--- config.mk ---
export PLATFORM = sky130hd
export DESIGN_NAME = mul_share_arb
export DESIGN_NICKNAME = d
export VERILOG_FILES = /design/src/rtl/mul_share_arb.sv
export SDC_FILE = /design/constraint.sdc
export NUM_CORES = 1
export LEC_CHECK = 0
export BUFFER_PORTS_ARGS = -buffer_cell sky130_fd_sc_hd__buf_2
export CAP_MARGIN = 5
export CORE_UTILIZATION = 55
export CTS_CLUSTER_DIAMETER = 80
export DETAILED_ROUTE_END_ITERATION = 7
export HOLD_SLACK_MARGIN = 0.12
export PLACE_DENSITY = 0.87
export REMOVE_ABC_BUFFERS = 1
export SETUP_SLACK_MARGIN = 0.5
export SYNTH_ARGS = -nofsm -noshare
export SYNTH_HDL_FRONTEND = slang
export SYNTH_SLANG_ARGS = --single-unit
--- constraint.sdc ---
create_clock -name clk -period 9.3 [get_ports clk]
set_clock_uncertainty 0.2 [all_clocks]
set_input_delay 1.86 -clock clk [delete_from_list [all_inputs] [get_ports clk]]
set_output_delay 1.86 -clock clk [all_outputs]
set_load 0.02 [all_outputs]
--- src/rtl/mul_share_arb.sv ---
// mul_share_arb: round-robin arbiter/sequencer sharing one exact WIDTH x WIDTH
// unsigned multiplier among NREQ requesters. Operands are registered on accept,
// the product is registered after the combinational multiplier, and results
// return on a single valid/ready channel tagged with the requester index.
// Optional build macro MUL_SHARE_ARB_PIPE_EN adds a PIPE state and a second
// product register (latency 3 instead of 2).

// Exact unsigned multiplier: AND-array partial products, carry-save
// reduction to two rows, then a grouped carry-lookahead final adder.
module mul_share_arb_mult #(
  parameter int WIDTH = 8
) (
  input  logic [WIDTH-1:0]   a,
  input  logic [WIDTH-1:0]   b,
  output logic [2*WIDTH-1:0] prod
);
  localparam int PW  = 2 * WIDTH;
  localparam int CW  = $clog2(PW);
  localparam int GRP = 4;

  logic [PW-1:0] pp    [WIDTH];
  logic [PW-1:0] red_s [WIDTH-1];
  logic [PW-1:0] red_c [WIDTH-1];
  logic [PW-1:0] gen;
  logic [PW-1:0] prop;
  logic [PW-1:0] sum_out;
  logic          grp_carry;
  logic          bit_carry;

  // Partial product row gi is A gated by B[gi], shifted to its weight.
  genvar gi;
  generate
    for (gi = 0; gi < WIDTH; gi++) begin : g_pp
      assign pp[gi] = PW'({WIDTH{b[gi]}} & a) << gi;
    end
  endgenerate

  // Carry-save reduction: each stage folds one more row into (sum, carry).
  // The running value red_s + red_c never exceeds the final product, so the
  // carry shift cannot lose a set bit off the top.
  assign red_s[0] = pp[0];
  assign red_c[0] = pp[1];
  generate
    for (gi = 1; gi < WIDTH - 1; gi++) begin : g_csa
      assign red_s[gi] = red_s[gi-1] ^ red_c[gi-1] ^ pp[gi+1];
      assign red_c[gi] = ((red_s[gi-1] & red_c[gi-1]) |
                          (red_s[gi-1] & pp[gi+1])   |
                          (red_c[gi-1] & pp[gi+1])) << 1;
    end
  endgenerate

  assign gen  = red_s[WIDTH-2] & red_c[WIDTH-2];
  assign prop = red_s[WIDTH-2] ^ red_c[WIDTH-2];

  // Carry into bit lo+n given carry-in at bit lo, by full lookahead.
  function automatic logic la_carry(input logic [PW-1:0] g,
                                    input logic [PW-1:0] p,
                                    input int lo, input int n,
                                    input logic cin);
    logic c;
    logic t;
    c = cin;
    for (int m = 0; m < n; m++) c = c & p[CW'(lo + m)];
    for (int k = 0; k < n; k++) begin
      t = g[CW'(lo + k)];
      for (int m = k + 1; m < n; m++) t = t & p[CW'(lo + m)];
      c = c | t;
    end
    return c;
  endfunction

  // Final adder: 4-bit lookahead groups, group carries chained between groups.
  always_comb begin
    sum_out   = '0;
    grp_carry = 1'b0;
    bit_carry = 1'b0;
    for (int base = 0; base < PW; base += GRP) begin
      for (int j = 0; j < GRP; j++) begin
        if (base + j < PW) begin
          bit_carry = la_carry(gen, prop, base, j, grp_carry);
          sum_out[CW'(base + j)] = prop[CW'(base + j)] ^ bit_carry;
        end
      end
      grp_carry = la_carry(gen, prop, base,
                           (PW - base < GRP) ? (PW - base) : GRP, grp_carry);
    end
  end

  assign prod = sum_out;
endmodule

// Top level: arbitration FSM, operand/product registers, response channel.
module mul_share_arb #(
  parameter  int WIDTH = 8,
  parameter  int NREQ  = 4,
  localparam int IDW   = $clog2(NREQ)
) (
  input  logic                  clk,
  input  logic                  rst,
  input  logic [NREQ-1:0]       req_valid,
  output logic [NREQ-1:0]       req_ready,
  input  logic [NREQ*WIDTH-1:0] req_a,
  input  logic [NREQ*WIDTH-1:0] req_b,
  output logic                  rsp_valid,
  input  logic                  rsp_ready,
  output logic [IDW-1:0]        rsp_id,
  output logic [2*WIDTH-1:0]    rsp_prod,
  output logic                  busy
);
  localparam logic [IDW:0]   NREQ_W  = NREQ[IDW:0];
  localparam logic [IDW-1:0] LAST_ID = IDW'(NREQ - 1);

`ifdef MUL_SHARE_ARB_PIPE_EN
  typedef enum logic [1:0] {IDLE, CALC, PIPE, RESP} state_t;
`else
  typedef enum logic [1:0] {IDLE, CALC, RESP} state_t;
`endif

  state_t               state_reg, state_next;
  logic [IDW-1:0]       ptr_reg;
  logic [IDW-1:0]       ptr_next;
  logic [WIDTH-1:0]     op_a_reg, op_b_reg;
  logic [IDW-1:0]       id_reg;
  logic [2*WIDTH-1:0]   prod_reg;
`ifdef MUL_SHARE_ARB_PIPE_EN
  logic [2*WIDTH-1:0]   prod2_reg;
`endif
  logic [2*WIDTH-1:0]   mul_out;
  logic [IDW-1:0]       grant;
  logic                 found;
  logic                 grant_window;
  logic                 accept;
  logic [IDW:0]         cand_wide;
  logic [IDW-1:0]       cand;
  logic [WIDTH-1:0]     a_sel, b_sel;

  // Round-robin search starting at ptr; first valid requester wins.
  always_comb begin
    found     = 1'b0;
    grant     = '0;
    cand_wide = '0;
    cand      = '0;
    for (int k = 0; k < NREQ; k++) begin
      cand_wide = {1'b0, ptr_reg} + k[IDW:0];
      if (cand_wide >= NREQ_W) cand_wide = cand_wide - NREQ_W;
      cand = cand_wide[IDW-1:0];
      if (!found && req_valid[cand]) begin
        found = 1'b1;
        grant = cand;
      end
    end
  end

  // Grants are offered only when idle or when the current response retires.
  assign grant_window = !rst && ((state_reg == IDLE) ||
                                 (state_reg == RESP && rsp_ready));
  assign accept       = grant_window && found;
  assign ptr_next     = (grant == LAST_ID) ? '0 : grant + 1'b1;

  genvar gi;
  generate
    for (gi = 0; gi < NREQ; gi++) begin : g_ready
      localparam logic [IDW-1:0] GI_ID = IDW'(gi);
      assign req_ready[gi] = accept && (grant == GI_ID);
    end
  endgenerate

  // Operand mux for the winning requester; only feeds the operand registers.
  always_comb begin
    a_sel = '0;
    b_sel = '0;
    for (int k = 0; k < NREQ; k++) begin
      if (grant == k[IDW-1:0]) begin
        a_sel = req_a[k*WIDTH +: WIDTH];
        b_sel = req_b[k*WIDTH +: WIDTH];
      end
    end
  end

  mul_share_arb_mult #(.WIDTH(WIDTH)) u_mult (
    .a    (op_a_reg),
    .b    (op_b_reg),
    .prod (mul_out)
  );

  // FSM state register.
  always_ff @(posedge clk or posedge rst) begin
    if (rst) state_reg <= IDLE;
    else     state_reg <= state_next;
  end

  // Next-state and status outputs.
  always_comb begin
    state_next = state_reg;
    rsp_valid  = 1'b0;
    busy       = 1'b1;
    case (state_reg)
      IDLE: begin
        busy = 1'b0;
        if (accept) state_next = CALC;
      end
`ifdef MUL_SHARE_ARB_PIPE_EN
      CALC: state_next = PIPE;
      PIPE: state_next = RESP;
`else
      CALC: state_next = RESP;
`endif
      RESP: begin
        rsp_valid = 1'b1;
        if (rsp_ready) state_next = accept ? CALC : IDLE;
      end
      default: begin
        state_next = IDLE;
        busy       = 1'b0;
      end
    endcase
  end

  // Operand capture on accept, pointer advance, product registration.
  always_ff @(posedge clk or posedge rst) begin
    if (rst) begin
      ptr_reg   <= '0;
      op_a_reg  <= '0;
      op_b_reg  <= '0;
      id_reg    <= '0;
      prod_reg  <= '0;
`ifdef MUL_SHARE_ARB_PIPE_EN
      prod2_reg <= '0;
`endif
    end else begin
      if (accept) begin
        op_a_reg <= a_sel;
        op_b_reg <= b_sel;
        id_reg   <= grant;
        ptr_reg  <= ptr_next;
      end
      if (state_reg == CALC) prod_reg <= mul_out;
`ifdef MUL_SHARE_ARB_PIPE_EN
      if (state_reg == PIPE) prod2_reg <= prod_reg;
`endif
    end
  end

  assign rsp_id = id_reg;
`ifdef MUL_SHARE_ARB_PIPE_EN
  assign rsp_prod = prod2_reg;
`else
  assign rsp_prod = prod_reg;
`endif

endmodule

Word-level counts from Yosys, hierarchy flattened
Cells that the tools add are included.
{"block": "totals", "word_cells": 166, "out_inout_bits": 24, "reg_bits": 30, "inputBits": 71}
{"block": "op_classes", "reduce_logical": 19, "eq_ne": 7, "magnitude_cmp": 8, "n_mux": 35, "add_sub_neg": 8, "bitwise_logic": 83}
{"cell": "$and 7x7->7", "n": 18}
{"cell": "$xor 8x8->8", "n": 13}
{"cell": "$or 7x7->7", "n": 12}
{"cell": "$mux 8", "n": 8}
{"cell": "$mux 2", "n": 11}
{"cell": "$and 7x1->7 const B", "n": 2}
{"cell": "$and 1x1->1", "n": 13}
{"cell": "$lt 2x3->1 const B", "n": 4}
{"cell": "$or 1x1->1", "n": 12}
{"cell": "$mux 1", "n": 11}
{"cell": "$logic_and 1x1->1", "n": 10}
{"cell": "$ge 3x3->1 const B", "n": 3}
{"cell": "$and 8x8->8", "n": 1}
{"cell": "$bmux 1 s2", "n": 4}
{"cell": "$sub 2x1->2 const B", "n": 4}
{"cell": "$xor 1x1->1", "n": 7}
{"cell": "$add 2x2->3 const B", "n": 2}
{"cell": "$and 6x6->6", "n": 1}
{"cell": "$eq 2x2->1 const B", "n": 3}
{"cell": "$pmux 2 s3", "n": 1}
{"cell": "$and 5x5->5", "n": 1}
{"cell": "$and 4x4->4", "n": 1}
{"cell": "$eq 2x1->1 const B", "n": 2}
{"cell": "$logic_not 1->1", "n": 4}
{"cell": "10 further kinds", "n": 12}

Depth between registers and ports, before layout
{"block": "logic_depth", "word_depth": 33, "ltp_mapped": 16, "depth_no_buf": 15}

By module
A second synthesis with hierarchy kept.
{"block": "hier_totals", "cells_unflattened": 295, "hier_area_um2": 2965.3}
{"mod": "mul_share_arb", "area_each_um2": 2192.1, "seq_area_each_um2": 950.9, "cells_per_inst": 204, "instances": 1}
{"mod": "mul_share_arb_mult", "area_each_um2": 773.2, "seq_area_each_um2": 0.0, "cells_per_inst": 91, "instances": 1}

Least setup slack after synthesis
Ideal clock, no wire load.
{"block": "synth_path", "path_type": "input -> output", "from": "input port req_valid[2]", "to": "output port req_ready[3]", "stages": 7, "setup_slack_ns": 3.895, "path_buffers": 2, "required_time_ns": 7.240, "arrival_time_ns": 3.345, "path_cell_list": "mux2i_1 > nor2_1 > nor3_1 > ha_1 > clkbuf_1 > clkbuf_1 > and2_1"}
{"block": "synth_via", "elab_chain_len": 14, "elab_cells_between_ends": 25, "classes_between": "eq/ne (1); mux (16); reduce/logical (8)"}
{"item": "start, declared", "line": "100", "source": "input logic [NREQ-1:0] req_valid,"}
{"item": "$bmux 1 s2", "line": "147", "source": "if (!found && req_valid[cand]) begin"}
{"item": "$mux 1 (implied by the code)", "line": "147"}
{"item": "$mux 1", "line": "147"}
{"item": "$logic_not 1->1", "line": "147"}
{"item": "$logic_and 1x1->1", "line": "147"}
{"item": "$mux 1", "line": "147"}
{"item": "$logic_not 1->1", "line": "147"}
{"item": "$logic_and 1x1->1", "line": "147"}
{"item": "$mux 1", "line": "147"}
{"item": "$logic_not 1->1", "line": "147"}
{"item": "$logic_and 1x1->1", "line": "147"}
{"item": "$mux 2 (*)", "line": "147"}
{"item": "net grant[0]", "line": "129", "source": "logic [IDW-1:0] grant;"}
{"item": "$eq 2x2->1 (*)", "line": "164", "source": "assign req_ready[gi] = accept && (grant == GI_ID);"}
{"item": "$logic_and 1x1->1 (*)", "line": "164"}
{"item": "end, declared", "line": "101", "source": "output logic [NREQ-1:0] req_ready,"}
The timed path passes the listed nets; every way through them passes the cells marked *. The select of a mux whose other input is x is not followed.

Worst setup path in the final report
{"block": "layout_path", "from": "input port req_valid[0]", "to": "output port req_ready[3]"}
The elaborated chain is that of the path after synthesis.

==> flow_metrics.py <==
metrics = {
    "routing": {
        "ant_nets": 0,
        "top_layer": "met4",
        "wl_um": 5820,
        "met2_length_um": 2960,
        "met3_length_um": 243,
        "drtPass1Iterations": 5,
        "vias_per_cell": 5.32,
        "drc": 0,
        "vias": 2454,
        "wire_per_inst_um": 12.6,
        "first_iter_violations": 132,
        "met1_length_um": 2400,
    },
    "cells_and_area": {
        "final_layout_size_suffix_gt1_frac": 0.247,
        "nets": 509,
        "diodes": 0,
        "fillers": 382,
        "multiInputGateArea_um2": 1680,
        "ff_latch_area_um2": 751,
        "syn_to_final_growth_pct": 19.5,
    },
    "critical_path": {
        "cp_slowest_cell": "ha_1",
        "critPathTopFamily": "adder cells",
        "rr_startpoint": "op_b_reg[0]$_DFFE_PP0P_",
        "required_ps": 7240,
        "regToRegEndpoint": "rsp_prod[7]$_DFFE_PP0N_",
        "startpoint_type": "input port",
        "crit_fanout": 34,
        "startpoint": "req_valid[0]",
        "crit_arrival_ps": 4050,
        "path_cells": "buf_2, mux2i_1, nor2_1, nor3_1, ha_1, and2_1, buf_2",
        "crit_path_end_kind": "primary output",
        "critPathKind": "in2out",
        "crit_top_cell": "buf_2",
        "worst-path-stages": 7,
        "cp_num_buf_inv": 2,
        "endpoint": "req_ready[3]",
        "slowest_delay_ps": 980,
        "ff2ff_path_depth": 15,
        "rrSetupSlack_ps": 4160,
    },
    "synth": {
        "synthSimpleGateAreaFrac": 0.183,
        "ys_warn_count": 0,
        "ys_seq_area_frac": 0.282,
        "syn_avg_cell_area_um2": 8.02,
        "synth.area.mux_share": 0.0512,
        "yosys-top-cells-area": "dfrtp_1 (28%), fa_1 (11%), nand2_1 (9.9%)",
        "synth_top_area_share": 0.282,
        "synthAdderAreaFrac": 0.183,
        "synth_seq_cells": 30,
        "yosysUniqueCellTypes": 35,
        "synth_xor_area_frac": 0.0475,
        "synth-compound-area-share": 0.152,
        "synth_top_family_by_area": "adder cells",
        "netlist_area_um2": 2660,
        "synthCells": 332,
        "synth_top_cell_by_area": "dfrtp_1",
    },
    "hold_path": {
        "hold_path_class": "reg2reg",
    },
    "clock_network": {
        "cts_buffers": 5,
        "clockBufferDepth": 2,
        "clock-root-buffer": "clkbuf_8",
        "cts_tree": "done",
        "clkTransAtPathRegs_ps": 60,
        "htree_num_levels": 2,
        "hold_buffers": 0,
        "clock_latency_ps": 290,
        "cts_setup_buffers": 0,
        "ctsResizeCount": 0,
        "cts.sinks": 30,
    },
    "floorplanning": {
        "pin_count": 95,
        "die_area_um2": 5120,
        "die_y_um": 71.6,
        "die_w_um": 71.6,
        "fp.coreArea_um2": 4500,
        "initial_core_util": 0.591,
        "num_rows": 24,
    },
    "run": {
        "maxCapViolCount": 0,
    },
    "placed_design": {
        "dp_hpwl_um": 4310,
        "io_buffers": 86,
        "routabilityCongestion": 0.857,
    },
    "global_route": {
        "grt_pass1_wl_um": 9630,
        "grt_pass1_vias": 2270,
        "antenna_found_initial": 0,
        "grt_start_max_net_pins": 43,
        "grt_overflow": 0,
        "grt_usage": 0.242,
    },
    "status": {
        "status": "finished clean",
    },
    "timing": {
        "fin_setup_tns_ps": 0,
        "hold_viol": 0,
        "slew_headroom": 0.281,
        "finalCritPeriodShare": 0.657,
        "tightest_slew_ps": 1080,
        "setup_violations": 0,
        "slew_viol_final": 0,
        "fin_crit_ps": 6110,
        "fmax_ghz": 0.164,
        "rsz0062_at_grt": "no",
    },
}
## worst min path at each step
stage	startpoint	to	slack, ps	cells past startpoint
final	rsp_prod[4]$_DFFE_PP0N_	rsp_prod[4]$_DFFE_PP0N_	280	1
after global routing	rsp_prod[4]$_DFFE_PP0N_	rsp_prod[4]$_DFFE_PP0N_	300	1
after CTS	rsp_prod[4]$_DFFE_PP0N_	rsp_prod[4]$_DFFE_PP0N_	280	1
after detailed placement	rsp_prod[4]$_DFFE_PP0N_	rsp_prod[4]$_DFFE_PP0N_	270	1
after global placement	rsp_prod[3]$_DFFE_PP0N_	rsp_prod[3]$_DFFE_PP0N_	260	1
after floorplan	op_a_reg[7]$_DFFE_PP0P_	op_a_reg[7]$_DFFE_PP0P_	300	2
## per-stage QoR
step / std cells / util / setup WS (ps) / hold slack [ps] / area [µm²]
2_1_floorplan: 313 / - / 3740 / 297 / 2550
3_3_place_gp: 452 / 0.680 / 3300 / 261 / 3060
3_5_place_dp: 452 / 0.680 / 3200 / 269 / 3060
4_1_cts: 460 / 0.700 / 3190 / 284 / 3150
5_1_grt: 461 / 0.706 / 2960 / 298 / 3180
6_report: 461 / 0.706 / 3190 / 279 / 3180
## per-layer routing
| metal | track usage | up-vias |
|---|---|---|
| met5 | 0 | - |
| met4 | 0.122 | 0 |
| met3 | 0.0422 | 20 |
| met2 | 0.439 | 85 |
| met1 | 0.273 | 1132 |
| li1 | - | 1217 |
## cells in the mapped netlist
master / count
nor3b_1: 1
mux2_2: 1
xnor3_1: 1
o41ai_1: 1
and2_1: 13
dfrtp_1: 30
nor4_2: 1
nand2b_1: 1
buf_4: 9
mux2_4: 1
fa_1: 15
nor3_2: 1
inv_2: 1
nand3_1: 1
o21ai_1: 2
nor2_1: 18
o21ai_0: 29
nand2_1: 70
o21a_1: 1
buf_2: 3
a221oi_1: 2
inv_1: 34
xnor2_1: 7
xor2_1: 3
o22ai_1: 2
clkbuf_1: 14
nor2b_1: 3
a21oi_1: 23
nor3_1: 3
mux2i_1: 2
a31oi_1: 14
xnor2_2: 1
ha_1: 15
conb_1: 1
mux2_1: 8
## cell type report
type                       count  share of cell area
clock buffer                   7              0.0271
clock inverter                 1             0.00157
inverter                      35              0.0413
multi-input combinational    248               0.527
sequential                    30               0.236
tap                           52              0.0204
timing repair buffer          88               0.146
## cells in the final DEF (no fill, tap or decap), drive strengths merged, types with 8 or more instances in the layout
cell   synthesis  final
a21oi         23     23
a31oi         14     14
and2          13     13
buf           12     88
conb           1      8
dfrtp         30     30
fa            15     15
ha            15     15
inv           35     35
mux2          10     10
nand2         70     70
nor2          18     18
o21ai         31     31
xnor2          8      8
## cells by family (layout without fill, tap and decap cells)
logic type                 Yosys count  in the layout
adders and majority gates           30             30
AOI/OAI and AO/OA                   74             74
muxes                               12             12
DFF                                 30             30
and+or+nand+nor                    112            112
xor gates and xnor gates            12             12
buffers and inverters               61            131
other                                1              8
Power is left out: the tool's default activity adds up to more than one toggle a clock period on the data nets, which glitch-free logic cannot reach.
